$ cat config.mk
export PLATFORM = sky130hd
export DESIGN_NAME = i2c_slave_eeprom
export DESIGN_NICKNAME = d
export VERILOG_FILES = /design/src/rtl/i2c_slave_eeprom.sv
export SDC_FILE = /design/constraint.sdc
export NUM_CORES = 2
export LEC_CHECK = 0
export CAP_MARGIN = 20
export CORE_MARGIN = 3
export CORE_UTILIZATION = 60
export DETAILED_ROUTE_END_ITERATION = 16
export HOLD_SLACK_MARGIN = 0.03
export PLACE_DENSITY_LB_ADDON = 0.08
export SETUP_SLACK_MARGIN = 0.05
export SLEW_MARGIN = 10
export SYNTH_ARGS = -nofsm -noshare
export SYNTH_HDL_FRONTEND = slang
export SYNTH_SLANG_ARGS = --single-unit
export TNS_END_PERCENT = 5
$ cat constraint.sdc
create_clock -name clk -period 6.8 [get_ports clk]
set_clock_uncertainty 0.2 [all_clocks]
set_input_delay 0.68 -clock clk [delete_from_list [all_inputs] [get_ports clk]]
set_output_delay 0.68 -clock clk [all_outputs]
set_load 0.005 [all_outputs]
$ cat src/rtl/i2c_slave_eeprom.sv
// i2c_slave_eeprom: I2C responder emulating a 24C02-style EEPROM.
// It holds 256 bytes of storage, takes a 1-byte word address and has an
// auto-incrementing pointer that wraps from 0xFF to 0x00.
//
// Ports:
//   clk, rst          system clock; asynchronous active-high reset
//   scl_pad_i         SCL line (never stretched by this block)
//   sda_pad_i         SDA line
//   sda_pad_o         constant 0 (open-drain data value)
//   sda_padoen_o      SDA output enable, active low (0 pulls SDA low)
//   mem_wr_en         one-clk pulse when a data byte is committed
//   mem_wr_addr/data  address and value of the committed byte
//   busy              high from an addressed START until STOP/NACK/mismatch
module i2c_slave_eeprom #(
    parameter logic [6:0] DEV_ADDR = 7'h50,
    parameter int         SDA_HOLD = 10
) (
    input  logic       clk,
    input  logic       rst,
    input  logic       scl_pad_i,
    input  logic       sda_pad_i,
    output logic       sda_pad_o,
    output logic       sda_padoen_o,
    output logic       mem_wr_en,
    output logic [7:0] mem_wr_addr,
    output logic [7:0] mem_wr_data,
    output logic       busy
);

    localparam int HOLD_W = $clog2(SDA_HOLD + 1);
    localparam logic [HOLD_W-1:0] HOLD_LAST = HOLD_W'(SDA_HOLD - 1);

    typedef enum logic [2:0] {
        S_IDLE, S_DEV, S_WADDR, S_WDATA, S_RDATA, S_IGNORE
    } state_t;

    // Synchronizers plus one delayed copy for edge detection.
    logic scl_s1_q, scl_s2_q, scl_d3_q;
    logic sda_s1_q, sda_s2_q, sda_d3_q;

    state_t            state_q, state_d;
    logic [3:0]        bit_cnt_q, bit_cnt_d;   // SCL rising edges in the 9-clock frame
    logic [6:0]        shift_q, shift_d;       // received bits; [0] is R/W after the dev byte
    logic [7:0]        tx_q, tx_d;             // read byte, shifted out MSB first
    logic [7:0]        ptr_q, ptr_d;
    logic              busy_q, busy_d;
    logic              wr_en_q, wr_en_d;
    logic [7:0]        wr_addr_q, wr_addr_d;
    logic [7:0]        wr_data_q, wr_data_d;
    logic              oen_q, oen_d;
    logic              hold_act_q, hold_act_d; // an SDA change is waiting for the hold time
    logic [HOLD_W-1:0] hold_cnt_q, hold_cnt_d;
    logic              pend_oen_q, pend_oen_d;

    logic [7:0] mem_q [256];

    logic       scl_rise, scl_fall, start_det, stop_det, commit;
    logic [7:0] rx_byte, ptr_inc;

    assign scl_rise  = scl_s2_q & ~scl_d3_q;
    assign scl_fall  = ~scl_s2_q & scl_d3_q;
    // SDA edges only count as START/STOP while SCL is stably high.
    assign start_det = scl_s2_q & scl_d3_q & sda_d3_q & ~sda_s2_q;
    assign stop_det  = scl_s2_q & scl_d3_q & ~sda_d3_q & sda_s2_q;
    assign rx_byte   = {shift_q, sda_s2_q};
    assign ptr_inc   = ptr_q + 8'd1;

    always_comb begin
        state_d    = state_q;
        bit_cnt_d  = bit_cnt_q;
        shift_d    = shift_q;
        tx_d       = tx_q;
        ptr_d      = ptr_q;
        busy_d     = busy_q;
        wr_en_d    = 1'b0;
        wr_addr_d  = wr_addr_q;
        wr_data_d  = wr_data_q;
        oen_d      = oen_q;
        hold_act_d = hold_act_q;
        hold_cnt_d = hold_cnt_q;
        pend_oen_d = pend_oen_q;
        commit     = 1'b0;

        if (hold_act_q) begin
            if (hold_cnt_q == HOLD_LAST) begin
                oen_d      = pend_oen_q;
                hold_act_d = 1'b0;
            end else begin
                hold_cnt_d = hold_cnt_q + HOLD_W'(1);
            end
        end

        if (start_det) begin
            state_d    = S_DEV;
            bit_cnt_d  = 4'd0;
            hold_act_d = 1'b0;
            oen_d      = 1'b1;
        end else if (stop_det) begin
            state_d    = S_IDLE;
            bit_cnt_d  = 4'd0;
            busy_d     = 1'b0;
            hold_act_d = 1'b0;
            oen_d      = 1'b1;
        end else if (scl_rise) begin
            case (state_q)
                S_DEV, S_WADDR, S_WDATA: begin
                    if (bit_cnt_q < 4'd8) begin
                        shift_d   = rx_byte[6:0];
                        bit_cnt_d = bit_cnt_q + 4'd1;
                        if (bit_cnt_q == 4'd7) begin
                            // Eighth bit: the byte is complete.
                            case (state_q)
                                S_DEV: begin
                                    if (rx_byte[7:1] == DEV_ADDR) begin
                                        busy_d = 1'b1;
                                    end else begin
                                        state_d = S_IGNORE;
                                        busy_d  = 1'b0;
                                    end
                                end
                                S_WADDR: ptr_d = rx_byte;
                                default: begin
                                    commit    = 1'b1;
                                    wr_en_d   = 1'b1;
                                    wr_addr_d = ptr_q;
                                    wr_data_d = rx_byte;
                                    ptr_d     = ptr_inc;
                                end
                            endcase
                        end
                    end else begin
                        // Rising edge of the ACK clock.
                        bit_cnt_d = 4'd0;
                        case (state_q)
                            S_DEV: begin
                                if (shift_q[0]) begin
                                    state_d = S_RDATA;
                                    tx_d    = mem_q[ptr_q];
                                end else begin
                                    state_d = S_WADDR;
                                end
                            end
                            S_WADDR: state_d = S_WDATA;
                            default: state_d = S_WDATA;
                        endcase
                    end
                end
                S_RDATA: begin
                    if (bit_cnt_q < 4'd8) begin
                        tx_d      = {tx_q[6:0], 1'b1};
                        bit_cnt_d = bit_cnt_q + 4'd1;
                    end else begin
                        bit_cnt_d = 4'd0;
                        if (sda_s2_q) begin
                            state_d = S_IGNORE;
                            busy_d  = 1'b0;
                        end else begin
                            ptr_d = ptr_inc;
                            tx_d  = mem_q[ptr_inc];
                        end
                    end
                end
                default: ;
            endcase
        end else if (scl_fall) begin
            // Every SDA change is scheduled from an SCL falling edge and
            // applied once the hold time has elapsed.
            hold_act_d = 1'b1;
            hold_cnt_d = '0;
            pend_oen_d = 1'b1;
            case (state_q)
                S_DEV, S_WADDR, S_WDATA: if (bit_cnt_q == 4'd8) pend_oen_d = 1'b0;
                S_RDATA:                 if (bit_cnt_q < 4'd8)  pend_oen_d = tx_q[7];
                default: ;
            endcase
        end
    end

    always_ff @(posedge clk or posedge rst) begin
        if (rst) begin
            scl_s1_q   <= 1'b1;
            scl_s2_q   <= 1'b1;
            scl_d3_q   <= 1'b1;
            sda_s1_q   <= 1'b1;
            sda_s2_q   <= 1'b1;
            sda_d3_q   <= 1'b1;
            state_q    <= S_IDLE;
            bit_cnt_q  <= 4'd0;
            shift_q    <= 7'd0;
            tx_q       <= 8'd0;
            ptr_q      <= 8'd0;
            busy_q     <= 1'b0;
            wr_en_q    <= 1'b0;
            wr_addr_q  <= 8'd0;
            wr_data_q  <= 8'd0;
            oen_q      <= 1'b1;
            hold_act_q <= 1'b0;
            hold_cnt_q <= '0;
            pend_oen_q <= 1'b1;
        end else begin
            scl_s1_q   <= scl_pad_i;
            scl_s2_q   <= scl_s1_q;
            scl_d3_q   <= scl_s2_q;
            sda_s1_q   <= sda_pad_i;
            sda_s2_q   <= sda_s1_q;
            sda_d3_q   <= sda_s2_q;
            state_q    <= state_d;
            bit_cnt_q  <= bit_cnt_d;
            shift_q    <= shift_d;
            tx_q       <= tx_d;
            ptr_q      <= ptr_d;
            busy_q     <= busy_d;
            wr_en_q    <= wr_en_d;
            wr_addr_q  <= wr_addr_d;
            wr_data_q  <= wr_data_d;
            oen_q      <= oen_d;
            hold_act_q <= hold_act_d;
            hold_cnt_q <= hold_cnt_d;
            pend_oen_q <= pend_oen_d;
        end
    end

    // Storage is deliberately left out of reset so it survives it.
    always_ff @(posedge clk) begin
        if (commit) mem_q[ptr_q] <= rx_byte;
    end

    assign sda_pad_o    = 1'b0;
    assign sda_padoen_o = oen_q;
    assign mem_wr_en    = wr_en_q;
    assign mem_wr_addr  = wr_addr_q;
    assign mem_wr_data  = wr_data_q;
    assign busy         = busy_q;

endmodule

# Word level (Yosys, flattened, before mapping)
# Memories as Yosys holds them, arrays and structs flattened.
# Index checks and enable logic that the tools add are counted.
[word_totals]
regBits = 61
latch_bits = 0
ram_bits = 2048
romBits = 0
in_bits = 4
output_inout_bits = 20
word_cells = 152
memories = 1
[mem_list]
columns = ["memory", "depth", "word_bits", "read_ports", "rd_clocked_by_memory_dff", "wr", "line_no", "source"]
rows = [
  ["mem_q", 256, 8, 2, 0, 1, "55", "logic [7:0] mem_q [256];"],
]
[op_classes]
addsub = 3
n_mul = 0
div = 0
magnitude_cmp = 1
n_eq_ne = 27
n_shift = 0
n_mux = 66
bitwise = 15
n_reduce_logical = 20
[ops]
columns = ["cell", "n"]
rows = [
  ["8-bit 2-to-1 mux", 9],
  ["8-bit case mux with 2 select lines", 3],
  ["4-bit 2-to-1 mux", 11],
  ["3-bit 2-to-1 mux", 11],
  ["1-bit 2-to-1 mux", 29],
  ["3-bit != test (second input constant)", 6],
  ["2-bit != test (second input constant)", 8],
  ["8-bit AND reduction", 2],
  ["5-bit != test (second input constant)", 3],
  ["3-bit nonzero test", 5],
  ["7-bit AND reduction", 2],
  ["9-bit AND reduction", 1],
  ["4-bit by 1-bit adder with 4-bit output (second input constant)", 2],
  ["8-bit by 1-bit adder with 8-bit output (second input constant)", 1],
  ["4-bit equality test (second input constant)", 2],
  ["4-bit != test (second input constant)", 2],
  ["1-bit inverter", 8],
  ["1-bit bitwise AND", 7],
  ["7-bit equality test (second input constant)", 1],
  ["3-bit by 2-bit equality test with 1-bit output (second input constant)", 2],
  ["3-bit case mux with 2 select lines", 1],
  ["5-bit AND reduction", 1],
  ["4-bit by 3-bit equality test with 1-bit output (second input constant)", 1],
  ["4-bit less-than comparator (second input constant)", 1],
  ["other kinds (10)", 13],
]

# Depth between registers and ports, before layout
[depth]
word_depth = 11
ltp_mapped = 22
mapped_depth_nobuf = 10

# Worst setup path before layout
# Ideal clock, no wire load.
[synth_timing]
path_type = "reg2reg"
startpoint = "reg shift_q[0]"
endpoint = "reg tx_q[1]"
setup_ns = 0.135
t_arrival_ns = 5.170
required_time_ns = 6.465
setup_slack_ns = 1.296
stages_incl_launch_ff = 7
path_buffers = 0
synth_period_minus_slack_ns = 5.504
cell_sequence = "dfrtp_1 > a32oi_1 > nor3_1 > nand2_1 > a311oi_1 > and4_1 > o22ai_1"
[synth_via]
elab_chain_cells = 2
[synth_rtl]
columns = ["element", "line_no", "source"]
rows = [
  ["from (decl)", "43", "logic [6:0] shift_q, shift_d;"],
  ["from (signal assigned)", "209", "shift_q <= shift_d;"],
  ["2-bit != test (no source line)", "-", ""],
  ["8-bit AND reduction (no source line)", "-", ""],
  ["to (signal assigned)", "210", "tx_q <= tx_d;"],
  ["to (decl)", "44", "logic [7:0] tx_q, tx_d;"],
]
# No other way between the ends.
# A chain may end at the register's enable or synchronous reset.

# Worst setup path in the final report
[layout_timing]
startpoint = "reg ptr_q[1]"
endpoint = "reg tx_q[7]"
[layout_via]
elab_chain_cells = 5
elab_cells_between_ends = 8
cone_classes = "add/sub (1); mux (6); memory (1)"
[layout_rtl]
columns = ["element", "line_no", "source"]
rows = [
  ["from (decl)", "45", "logic [7:0] ptr_q, ptr_d;"],
  ["from (signal assigned)", "211", "ptr_q <= ptr_d;"],
  ["8-bit by 1-bit adder with 8-bit output / memory read 256 x 8 bit (equally long branches)", "-", ""],
  ["memory read 256 x 8 bit *", "-", ""],
  ["8-bit 2-to-1 mux, on equally long branches", "154, 134", ""],
  ["8-bit 2-to-1 mux, on equally long branches", "149, 107", ""],
  ["8-bit case mux with 2 select lines *", "105", "case (state_q)"],
]
# Mark *: on every way between the ends. The rest lies on a longest branch, timed or not. The select of a mux whose other input is x is not followed.

==> results.json <==
{
  "viasPerCell": 7.77,
  "drc": 0,
  "synth_area_leaders": "edfxtp_1 (62%), mux4_2 (25%), nand2_1 (1.4%)",
  "startpoint": "ptr_q[1]",
  "worstPathMaxFanout": 63,
  "place_hpwl_mm": 226,
  "startpoint_type": "flop",
  "cts.reportedPaths.clkPinSlew_ns": 0.06,
  "yosysWarningCount": 0,
  "grt_max_degree": 186,
  "maxSlewHeadroom_pct": 15.1,
  "p_seq_share_pct": 35.5,
  "vias": 59500,
  "wl_per_cell_microns": 44.1,
  "p_clk_share_pct": 27.0,
  "ctsHoldBuffers": 2,
  "clk_path_buf_depth": 3,
  "grt_pass1_vias": 56900,
  "netlist_area_sq_um": 99200,
  "required_ns": 7.36,
  "p_sw_share_pct": 35.6,
  "overflow": 0,
  "endpoint_kind": "flop",
  "finalSetupTns_ns": 0,
  "p_sw_mw": 15.5,
  "status": "finished clean",
  "design.core.area_sq_um": 164000,
  "avgSynthCellArea_sq_um": 19.0,
  "crit_chain": "buf_12 > mux4_2 > mux2i_1 > o22ai_1 > or4_1 > nor4_1 > o22ai_1 > o22a_1",
  "power.density_nw_per_um2": 397,
  "p_comb_share_pct": 37.5,
  "syn_nets": 5226,
  "fp-row-count": 148,
  "final_cell_mix": "edfxtp_1 (2048), mux4_2 (1106), nand2_1 (364)",
  "synth_top_area_share_pct": 62.0,
  "io_pins": 24,
  "gp_congestion": 1.05,
  "min_period_over_period_pct": 82.5,
  "ant_nets": 0,
  "grt_pass1_wl_mm": 468,
  "internal_power_mw": 28.0,
  "fin_nets": 5301,
  "track_usage_pct": 40.5,
  "cts_root_buf": "clkbuf_16",
  "worstPathArrival_ns": 6.17,
  "port_buffers": 22,
  "ys_types": 78,
  "path_common_cell": "o22ai_1",
  "critPathMaxStageDelay_ns": 0.87,
  "power_mw": 43.4,
  "die_area_sq_um": 170000,
  "antenna_found_initial": 33,
  "setup-violations-final": 0,
  "die_height_microns": 413,
  "max_freq_mhz": 178,
  "synth-edff-count": 2048,
  "regToRegSetupSlack_ns": 1.19,
  "tightest_slew_ns": 1.24,
  "ys_seq_area_share_pct": 63.5,
  "postCtsSetupBuffers": 0,
  "slew_viol_final": 0,
  "async_reset_ff_share_pct": 2.89,
  "finalHoldViolCount": 0,
  "cp_num_buf_inv": 1,
  "numCtsBuffers": 212,
  "wl_mm": 338,
  "critical_path_class": "reg -> reg",
  "cts_tree": "yes",
  "area_delta_synth_final_pct": 10.4,
  "crit_path_top_delay_cell": "nor4_1",
  "holdWs_ns": 0.0469,
  "drive_gt1_share_pct": 32.2,
  "clock_latency_ns": 0.88,
  "ys_ff_latch": 2109,
  "max-vdd-ir-drop_uv": 634,
  "cts_sinks": 2109,
  "reg2reg_from": "ptr_q[1]",
  "power.leakage_nw": 34.5,
  "htree_num_levels": 4,
  "synthFlopType": "edfxtp_1",
  "min_path_type": "in -> async",
  "rsz0062_at_grt": "false",
  "post_cts_resized": 0,
  "die_w_microns": 413,
  "synthCells": 5214,
  "layout_commonest_cell": "edfxtp_1",
  "first_iter_violations": 11000,
  "cap_violations": 0,
  "start_util_pct": 60.7,
  "min_period_ns": 5.61,
  "crit_family": "simple AND/OR/NAND/NOR gates",
  "synth_area_leader_cell": "edfxtp_1",
  "dr.pass1.iters": 6
}
state kept, by name (all words and copies together) (netlist names), 3 cells and up:
signal / cells
mem_wr_data: 8
shift_q: 7
ptr_q: 8
state_q: 3
bit_cnt_q: 4
hold_cnt_q: 4
tx_q: 8
mem_q: 2048
mem_wr_addr: 8
power groups by stage:
stage	Clock, mW	Sequential, mW	Combinational [mW]
6_report	11.7	15.4	16.3
5_1_grt	12.3	15.4	16.7
4_1_cts	11.8	15.4	16.0
3_5_place_dp	0	15.7	15.9
3_3_place_gp	0	15.7	15.8
2_1_floorplan	0	15.9	10.4
final timing paths:
path                              end  cells after the start
max                           tx_q[7]                      8
min                        shift_q[1]                      2
max reg2reg                   tx_q[7]                      8
min in group clk             sda_s2_q                      0
max in group asynchronous    ptr_q[0]                      3
min reg2reg                  sda_s2_q                      0
cell type report:
| type | instances | area (sq um) |
|---|---|---|
| Antenna cell | 22 | 55.1 |
| Timing Repair Buffer | 278 | 2660 |
| Tap cell | 2175 | 2720 |
| Sequential cell | 2109 | 63100 |
| Clock buffer | 252 | 5530 |
| Clock inverter | 140 | 1370 |
| Inverter | 14 | 60.1 |
| Fill cell | 10700 | 54000 |
| Multi-Input combinational cell | 2674 | 34000 |
per-stage QoR:
| stage | std cells | setup slack [ns] | cell area, sq um | utilization [%] |
|---|---|---|---|---|
| 6_report | 7664 | 1.19 | 109000 | 67.0 |
| 3_5_place_dp | 7231 | 1.42 | 102000 | 62.6 |
| 4_1_cts | 7625 | 1.43 | 109000 | 66.8 |
| 5_1_grt | 7642 | 1.36 | 109000 | 66.9 |
| 3_3_place_gp | 7217 | 1.42 | 102000 | 62.5 |
| 2_1_floorplan | 5214 | 1.30 | 99200 | - |
logic make-up (layout without fill, tap and decap cells):
| kind of cell | after synthesis | after routing | synth area share (%) |
|---|---|---|---|
| AOI/OAI and AO/OA | 373 | 373 | 2.58 |
| xor gates and xnor gates | 14 | 14 | 0.124 |
| adders and majority gates | 8 | 8 | 0.101 |
| buffers and inverters | 431 | 684 | 2.50 |
| DFF | 2109 | 2109 | 63.5 |
| muxes | 1244 | 1244 | 26.5 |
| other | 1 | 23 | 0.00378 |
| and+or+nand+nor | 1034 | 1034 | 4.63 |
synth_stat cells, types with 53 or more instances:
| cell | count |
|---|---|
| edfxtp_1 | 2048 |
| mux4_2 | 1106 |
| nand2_1 | 364 |
| nor2_1 | 319 |
| nand3_1 | 191 |
| clkbuf_1 | 139 |
| mux2i_1 | 119 |
| buf_2 | 118 |
| a22oi_1 | 77 |
| buf_4 | 72 |
| a21oi_1 | 68 |
| o21ai_0 | 55 |
| buf_6 | 53 |
| dfrtp_1 | 53 |
metal layers:
metal / track usage, % / routed length (microns) / vias up / part of all wire (%)
met5: 0 / 88 / - / 0.026
li1: - / - / 22300 / -
met1: 55.8 / 116000 / 31200 / 34
met2: 56.5 / 146000 / 5031 / 43
met4: 22.2 / 22800 / 10 / 6.7
met3: 15.5 / 52500 / 927 / 16
(Power assumes the default switching activity.)
